[config.mk]
export PLATFORM = sky130hd
export DESIGN_NAME = sync_fifo_wr_arbiter
export DESIGN_NICKNAME = d
export VERILOG_FILES = /design/src/rtl/fifo_arb_pkg.sv /design/src/rtl/sync_fifo_wr_arbiter_rr_pick.sv /design/src/rtl/sync_fifo_wr_arbiter.sv
export SDC_FILE = /design/constraint.sdc
export NUM_CORES = 1
export LEC_CHECK = 0
export BUFFER_PORTS_ARGS = -buffer_cell sky130_fd_sc_hd__buf_2
export CORE_MARGIN = 3
export CORE_UTILIZATION = 35
export CTS_BUF_LIST = sky130_fd_sc_hd__clkbuf_2
export DETAILED_ROUTE_END_ITERATION = 7
export GPL_TIMING_DRIVEN = 0
export PLACE_DENSITY = 0.7
export SLEW_MARGIN = 20
export SYNTH_ARGS = -nofsm -noshare
export SYNTH_HDL_FRONTEND = slang
export SYNTH_SLANG_ARGS = --single-unit
[constraint.sdc]
create_clock -name clk -period 2.8 [get_ports clk]
set_clock_uncertainty 0.2 [all_clocks]
set_input_delay 0.42 -clock clk [delete_from_list [all_inputs] [get_ports clk]]
set_output_delay 0.42 -clock clk [all_outputs]
set_load 0.1 [all_outputs]
[src/rtl/fifo_arb_pkg.sv]
`default_nettype none
// ============================================================================
//  Module   : fifo_arb_pkg
//  Brief    : Shared types and default widths for sync_fifo_wr_arbiter.
//  Revision : 1.0 - initial release
// ============================================================================
package fifo_arb_pkg;

    // Default-configuration widths (NUM_REQ = 4, ADDR_WIDTH = 3).
    localparam int IDX_W = $clog2(4);
    localparam int CNT_W = 3 + 1;

    // Arbiter FSM states.
    typedef enum logic [0:0] {
        IDLE = 1'b0,
        HOLD = 1'b1
    } arb_state_t;

endpackage : fifo_arb_pkg
`default_nettype wire

[src/rtl/sync_fifo_wr_arbiter_rr_pick.sv]
`default_nettype none
// ============================================================================
//  Module   : rr_pick
//  Brief    : Combinational round-robin picker. Searches i_req starting at
//             (i_ptr + 1) mod NUM_REQ, wrapping NUM_REQ-1 -> 0, and returns
//             a one-hot grant plus its index (zero when nothing requests).
//  Revision : 1.0 - initial release
// ============================================================================
module rr_pick #(
    parameter int NUM_REQ = 4,
    parameter int IDX_W   = $clog2(NUM_REQ)
) (
    input  logic [NUM_REQ-1:0] i_req,
    input  logic [IDX_W-1:0]   i_ptr,
    output logic [NUM_REQ-1:0] o_gnt,
    output logic [IDX_W-1:0]   o_gnt_idx
);

    logic [NUM_REQ-1:0] w_above;   // positions strictly after the pointer
    logic [NUM_REQ-1:0] w_cand;

    // Mark every position that comes after the pointer in search order.
    genvar gi;
    generate
        for (gi = 0; gi < NUM_REQ; gi++) begin : g_above
            localparam logic [IDX_W:0] c_POS = (IDX_W+1)'(gi);
            assign w_above[gi] = c_POS > {1'b0, i_ptr};
        end
    endgenerate

    // Prefer requesters after the pointer; otherwise wrap to the lowest index.
    always_comb begin
        w_cand    = ((i_req & w_above) != '0) ? (i_req & w_above) : i_req;
        o_gnt     = '0;
        o_gnt_idx = '0;
        for (int i = NUM_REQ - 1; i >= 0; i--) begin
            if (w_cand[i]) begin
                o_gnt     = '0;
                o_gnt[i]  = 1'b1;
                o_gnt_idx = i[IDX_W-1:0];
            end
        end
    end

endmodule : rr_pick
`default_nettype wire

[src/rtl/sync_fifo_wr_arbiter.sv]
`default_nettype none
// ============================================================================
//  Module   : sync_fifo_wr_arbiter
//  Brief    : Round-robin write arbiter sharing one sync FIFO write port among
//             NUM_REQ producers. Registered wr_en/wr_data; flow control uses
//             FIFO occupancy plus the in-flight write so the FIFO never
//             overflows.
//  Config   : FIFO_ARB_BURST_EN - when defined, a granted producer keeps the
//             port for up to MAX_BURST contiguous beats (HOLD state).
//  Revision : 1.0 - initial release
// ============================================================================
module sync_fifo_wr_arbiter
    import fifo_arb_pkg::*;
#(
    parameter int DATA_WIDTH = 8,
    parameter int FIFO_DEPTH = 8,
    parameter int ADDR_WIDTH = 3,
    parameter int NUM_REQ    = 4,
    parameter int MAX_BURST  = 4
) (
    input  logic                          clk,
    input  logic                          rst_n,
    input  logic [NUM_REQ-1:0]            req_valid,
    input  logic [NUM_REQ*DATA_WIDTH-1:0] req_data,
    output logic [NUM_REQ-1:0]            req_ready,
    input  logic [ADDR_WIDTH:0]           fifo_cnt,
    output logic                          wr_en,
    output logic [DATA_WIDTH-1:0]         wr_data,
    output logic [$clog2(NUM_REQ)-1:0]    grant_id
);

    localparam int c_IDX_W = $clog2(NUM_REQ);
    localparam int c_SPC_W = ADDR_WIDTH + 2;

    logic                  r_wr_en;
    logic [DATA_WIDTH-1:0] r_wr_data;
    logic [c_IDX_W-1:0]    r_grant_id;
    logic [c_IDX_W-1:0]    r_rr_ptr;

    logic [c_SPC_W-1:0]    w_occ;
    logic                  w_space;
    logic [NUM_REQ-1:0]    w_rr_gnt;
    logic [c_IDX_W-1:0]    w_rr_idx;
    logic [NUM_REQ-1:0]    w_pick_gnt;
    logic [c_IDX_W-1:0]    w_pick_idx;
    logic [NUM_REQ-1:0]    w_ready;
    logic                  w_accept;
    logic [DATA_WIDTH-1:0] w_beat [NUM_REQ];

    // Occupancy including the write already registered but not yet in the FIFO.
    assign w_occ   = {1'b0, fifo_cnt} + {{(c_SPC_W-1){1'b0}}, r_wr_en};
    assign w_space = w_occ < c_SPC_W'(FIFO_DEPTH);

    rr_pick #(
        .NUM_REQ (NUM_REQ),
        .IDX_W   (c_IDX_W)
    ) u_rr_pick (
        .i_req     (req_valid),
        .i_ptr     (r_rr_ptr),
        .o_gnt     (w_rr_gnt),
        .o_gnt_idx (w_rr_idx)
    );

    genvar gi;
    generate
        for (gi = 0; gi < NUM_REQ; gi++) begin : g_unpack
            assign w_beat[gi] = req_data[gi*DATA_WIDTH +: DATA_WIDTH];
        end
    endgenerate

`ifdef FIFO_ARB_BURST_EN
    localparam int         c_BCNT_W  = $clog2(MAX_BURST + 1);
    localparam logic [0:0] c_ST_IDLE = IDLE;
    localparam logic [0:0] c_ST_HOLD = HOLD;

    logic [0:0]          r_state;
    logic [0:0]          w_state_nxt;
    logic [c_BCNT_W-1:0] r_burst_cnt;
    logic [c_BCNT_W-1:0] w_bcnt_nxt;
    logic [c_BCNT_W-1:0] w_bcnt_inc;
    logic                w_hold_act;

    // The lock only matters while the holder still has data; once it drops
    // valid, ordinary round-robin takes over in the same cycle.
    assign w_hold_act = (r_state == c_ST_HOLD) && req_valid[r_rr_ptr];
    assign w_pick_gnt = w_hold_act ? (NUM_REQ'(1) << r_rr_ptr) : w_rr_gnt;
    assign w_pick_idx = w_hold_act ? r_rr_ptr : w_rr_idx;
    assign w_bcnt_inc = r_burst_cnt + c_BCNT_W'(1);

    // Burst FSM next state: count held beats, release after MAX_BURST.
    always_comb begin
        w_state_nxt = r_state;
        w_bcnt_nxt  = r_burst_cnt;
        if (w_accept) begin
            if (w_hold_act) begin
                if (w_bcnt_inc == c_BCNT_W'(MAX_BURST)) begin
                    w_state_nxt = c_ST_IDLE;
                    w_bcnt_nxt  = '0;
                end else begin
                    w_bcnt_nxt  = w_bcnt_inc;
                end
            end else if (MAX_BURST > 1) begin
                w_state_nxt = c_ST_HOLD;
                w_bcnt_nxt  = c_BCNT_W'(1);
            end else begin
                w_state_nxt = c_ST_IDLE;
                w_bcnt_nxt  = '0;
            end
        end else if (!w_hold_act) begin
            w_state_nxt = c_ST_IDLE;
            w_bcnt_nxt  = '0;
        end
    end

    // Burst FSM state and beat counter registers.
    always_ff @(posedge clk or negedge rst_n) begin
        if (!rst_n) begin
            r_state     <= c_ST_IDLE;
            r_burst_cnt <= '0;
        end else begin
            r_state     <= w_state_nxt;
            r_burst_cnt <= w_bcnt_nxt;
        end
    end
`else
    assign w_pick_gnt = w_rr_gnt;
    assign w_pick_idx = w_rr_idx;
`endif

    assign w_ready   = {NUM_REQ{w_space}} & w_pick_gnt;
    assign w_accept  = |w_ready;
    assign req_ready = w_ready & {NUM_REQ{rst_n}};

    // Register the accepted beat toward the FIFO and advance the rr pointer.
    always_ff @(posedge clk or negedge rst_n) begin
        if (!rst_n) begin
            r_wr_en    <= 1'b0;
            r_wr_data  <= '0;
            r_grant_id <= '0;
            r_rr_ptr   <= c_IDX_W'(NUM_REQ - 1);
        end else begin
            r_wr_en <= w_accept;
            if (w_accept) begin
                r_wr_data  <= w_beat[w_pick_idx];
                r_grant_id <= w_pick_idx;
                r_rr_ptr   <= w_pick_idx;
            end
        end
    end

    assign wr_en    = r_wr_en;
    assign wr_data  = r_wr_data;
    assign grant_id = r_grant_id;

endmodule : sync_fifo_wr_arbiter
`default_nettype wire

==> impl_metrics.json <==
{
  "status": "finished, final reports clean",
  "groute.layer.met3.usage": 0.0191,
  "dominantRegCellSynth": "dfrtp_1",
  "cp.arrival_ps": 2060,
  "pwr-share-seq": 0.246,
  "start_util": 0.374,
  "insertion_delay_ps": 270,
  "crit_path_start_kind": "primary input",
  "max_cap_violations": 0,
  "drc_errors": 0,
  "antenna_left": 0,
  "grt_overflow": 0,
  "grt_pass1_wl_um": 5210,
  "cts_made_buffers": 3,
  "layout.cells.non_filler": 198,
  "tightest_slew_ps": 482,
  "cp_max_fo": 15,
  "relSlewSlack": 0.677,
  "cts_setup_buffers": 0,
  "row_count": 19,
  "ys_seq_area_frac": 0.313,
  "cts_root_buf": "clkbuf_2",
  "whs_ps": 267,
  "timing.hold.worst.class": "in -> reg",
  "p_clk_frac": 0.093,
  "io_pins": 57,
  "die_width_um": 60.7,
  "synth.area.top_cells": "dfrtp_1, o221a_2, a211o_1",
  "clockBufferDepth": 2,
  "setup_slack_ps": 123,
  "final_cell_area_um2": 1390,
  "critPathKind": "in -> out",
  "leakage_nw": 0.630,
  "synth_seq_cells": 13,
  "fmax_ghz": 0.374,
  "cp-end-kind": "primary output",
  "setup_tns_ps": 0,
  "vias": 1119,
  "setup_violations": 0,
  "grtUsageMet2": 0.311,
  "area_delta_synth_final_pct": 32.8,
  "wl_um": 3070,
  "htreeDepth": 1,
  "synth_cells": 108,
  "synth_async_sr_flop_share": 1.00,
  "grtUsageMet1": 0.251,
  "synth_nets": 150,
  "ys_warn_count": 0,
  "die_h_um": 60.7,
  "power_frac_comb": 0.661,
  "vdd_drop_max_mv": 0.516,
  "top_usage_layer": "met2",
  "vias_per_cell": 5.65,
  "preCtsSetupSlack_ps": 533,
  "tritoncts": "yes",
  "swShare": 0.570,
  "path_clk_slew_ps": 140,
  "drt_iter0_drc": 20,
  "antenna_found_initial": 0,
  "post-route-period-util": 0.956,
  "yosysTopAreaCellShare": 0.263,
  "p_total_mw": 1.12,
  "diodes": 0,
  "min_period_ps": 2680,
  "gp_congestion": 0.751,
  "first_pass_iters": 4,
  "grt_pass1_vias": 1161,
  "synth_cell_type_count": 37,
  "synthesis.area_um2": 1050,
  "fin_nets": 210,
  "hold_viol": 0,
  "synth_edf_count": 0,
  "portBuffers": 54,
  "internal_power_mw": 0.479,
  "dp_cells": 193,
  "synth_top_area_cell": "dfrtp_1",
  "rsz0062_at_grt": "false",
  "place_hpwl_um": 2300,
  "place_area_um2": 1360,
  "finalMaxSlewViolations": 0,
  "syn_area_per_cell_um2": 9.71,
  "cp.required_ps": 2180,
  "die_area_um2": 3690,
  "design.core.area_um2": 2810,
  "fin_util": 0.496,
  "grt_max_degree": 16,
  "wl_per_cell_um": 15.5,
  "grt_usage": 0.188,
  "power_density_nw_per_um2": 801,
  "cts.sinks": 13,
  "final_layout_size_suffix_gt1_frac": 0.509,
  "p_sw_mw": 0.636
}
[flip-flops by register name, indices dropped and copies added (netlist names)]
name and flops:
wr_data 8, grant_id 2, r_rr_ptr 2, wr_en 1
[cell usage after synthesis (all sizes together) (2+ instances only)]
master	n
nor2	13
dfrtp	11
o21a	9
a211o	8
o21ai	8
o221a	8
a2bb2oi	7
buf	7
nand2	6
a21oi	4
clkbuf	2
dfstp	2
inv	2
nand2b	2
nor2b	2
nor3b	2
[area by class of cell]
cell class / instances / area (um2)
Buffer: 9 / 76.3
Tap cell: 31 / 38.8
Inverter: 2 / 7.51
Timing Repair Buffer: 55 / 280
Multi-Input combinational cell: 84 / 642
Sequential cell: 13 / 328
Clock buffer: 4 / 20.0
Fill cell: 279 / 1410
[worst max-delay path: stages]
cell,delay [ps]
dlygate4sd3_1,530
buf_2,330
o311ai_1,190
nor2_1,140
buf_2,440
[routing by layer]
layer  up-vias  share of wire
li1        540              -
met4         0          0.012
met5         -              0
met1       523           0.44
met2        52           0.47
met3         4          0.072
[logic make-up (layout without fill, tap and decap cells)]
logic type | count (synthesis) | after routing | synth area share
AOI/OAI and AO/OA | 54 | 54 | 0.442
muxes | 2 | 2 | 0.0239
and+or+nand+nor | 28 | 28 | 0.142
buffers and inverters | 11 | 70 | 0.0800
DFF | 13 | 13 | 0.313
[timing repair]
item                                    4_1_cts  5_1_grt
hold buffers                                  1        0
endpoints found under the hold margin        11        0
endpoints found under the setup margin        0        0
resized for setup                             0        0
[cells in the final DEF (no fill, tap or decap), drive strengths merged]
cell type / synthesis / final
a211o: 8 / 8
a21boi: 1 / 1
a21o: 1 / 1
a21oi: 4 / 4
a2bb2oi: 7 / 7
a31oi: 1 / 1
a41oi: 1 / 1
and2: 1 / 1
buf: 7 / 61
clkbuf: 2 / 6
dfrtp: 11 / 11
dfstp: 2 / 2
dlygate4sd3: 0 / 1
inv: 2 / 2
mux2: 1 / 1
mux2i: 1 / 1
nand2: 6 / 6
nand2b: 2 / 2
nand3b: 1 / 1
nor2: 13 / 13
nor2b: 2 / 2
nor3b: 2 / 2
o21a: 9 / 9
o21ai: 8 / 8
o21bai: 1 / 1
o221a: 8 / 8
o221ai: 1 / 1
o22ai: 1 / 1
o2bb2ai: 1 / 1
o311ai: 1 / 1
o32ai: 1 / 1
or2: 1 / 1
[power groups by stage]
stage	registers, mW	logic, mW	clock network (mW)
after floorplan	0.605	0.265	0
after global placement	0.277	0.725	0
after detailed placement	0.276	0.737	0
after CTS	0.275	0.738	0.108
after global routing	0.281	0.777	0.111
final	0.275	0.737	0.103
[path summary, 6_finish.rpt]
| check | startpoint | endpoint | slack (ps) | depth (start not counted) |
|---|---|---|---|---|
| setup / recovery | rst_n | req_ready[2] | 120 | 5 |
| hold / removal | req_data[1] | wr_data[1] | 270 | 3 |
| setup reg to reg | r_rr_ptr[1] | wr_data[2] | 600 | 7 |
| hold reg to reg | grant_id[1] | grant_id[1] | 310 | 1 |
| max in group asynchronous | rst_n | r_rr_ptr[1] | 1720 | 2 |
| min in group asynchronous | rst_n | wr_data[7] | 370 | 2 |
No activity file was read; power rests on OpenSTA's default activity.
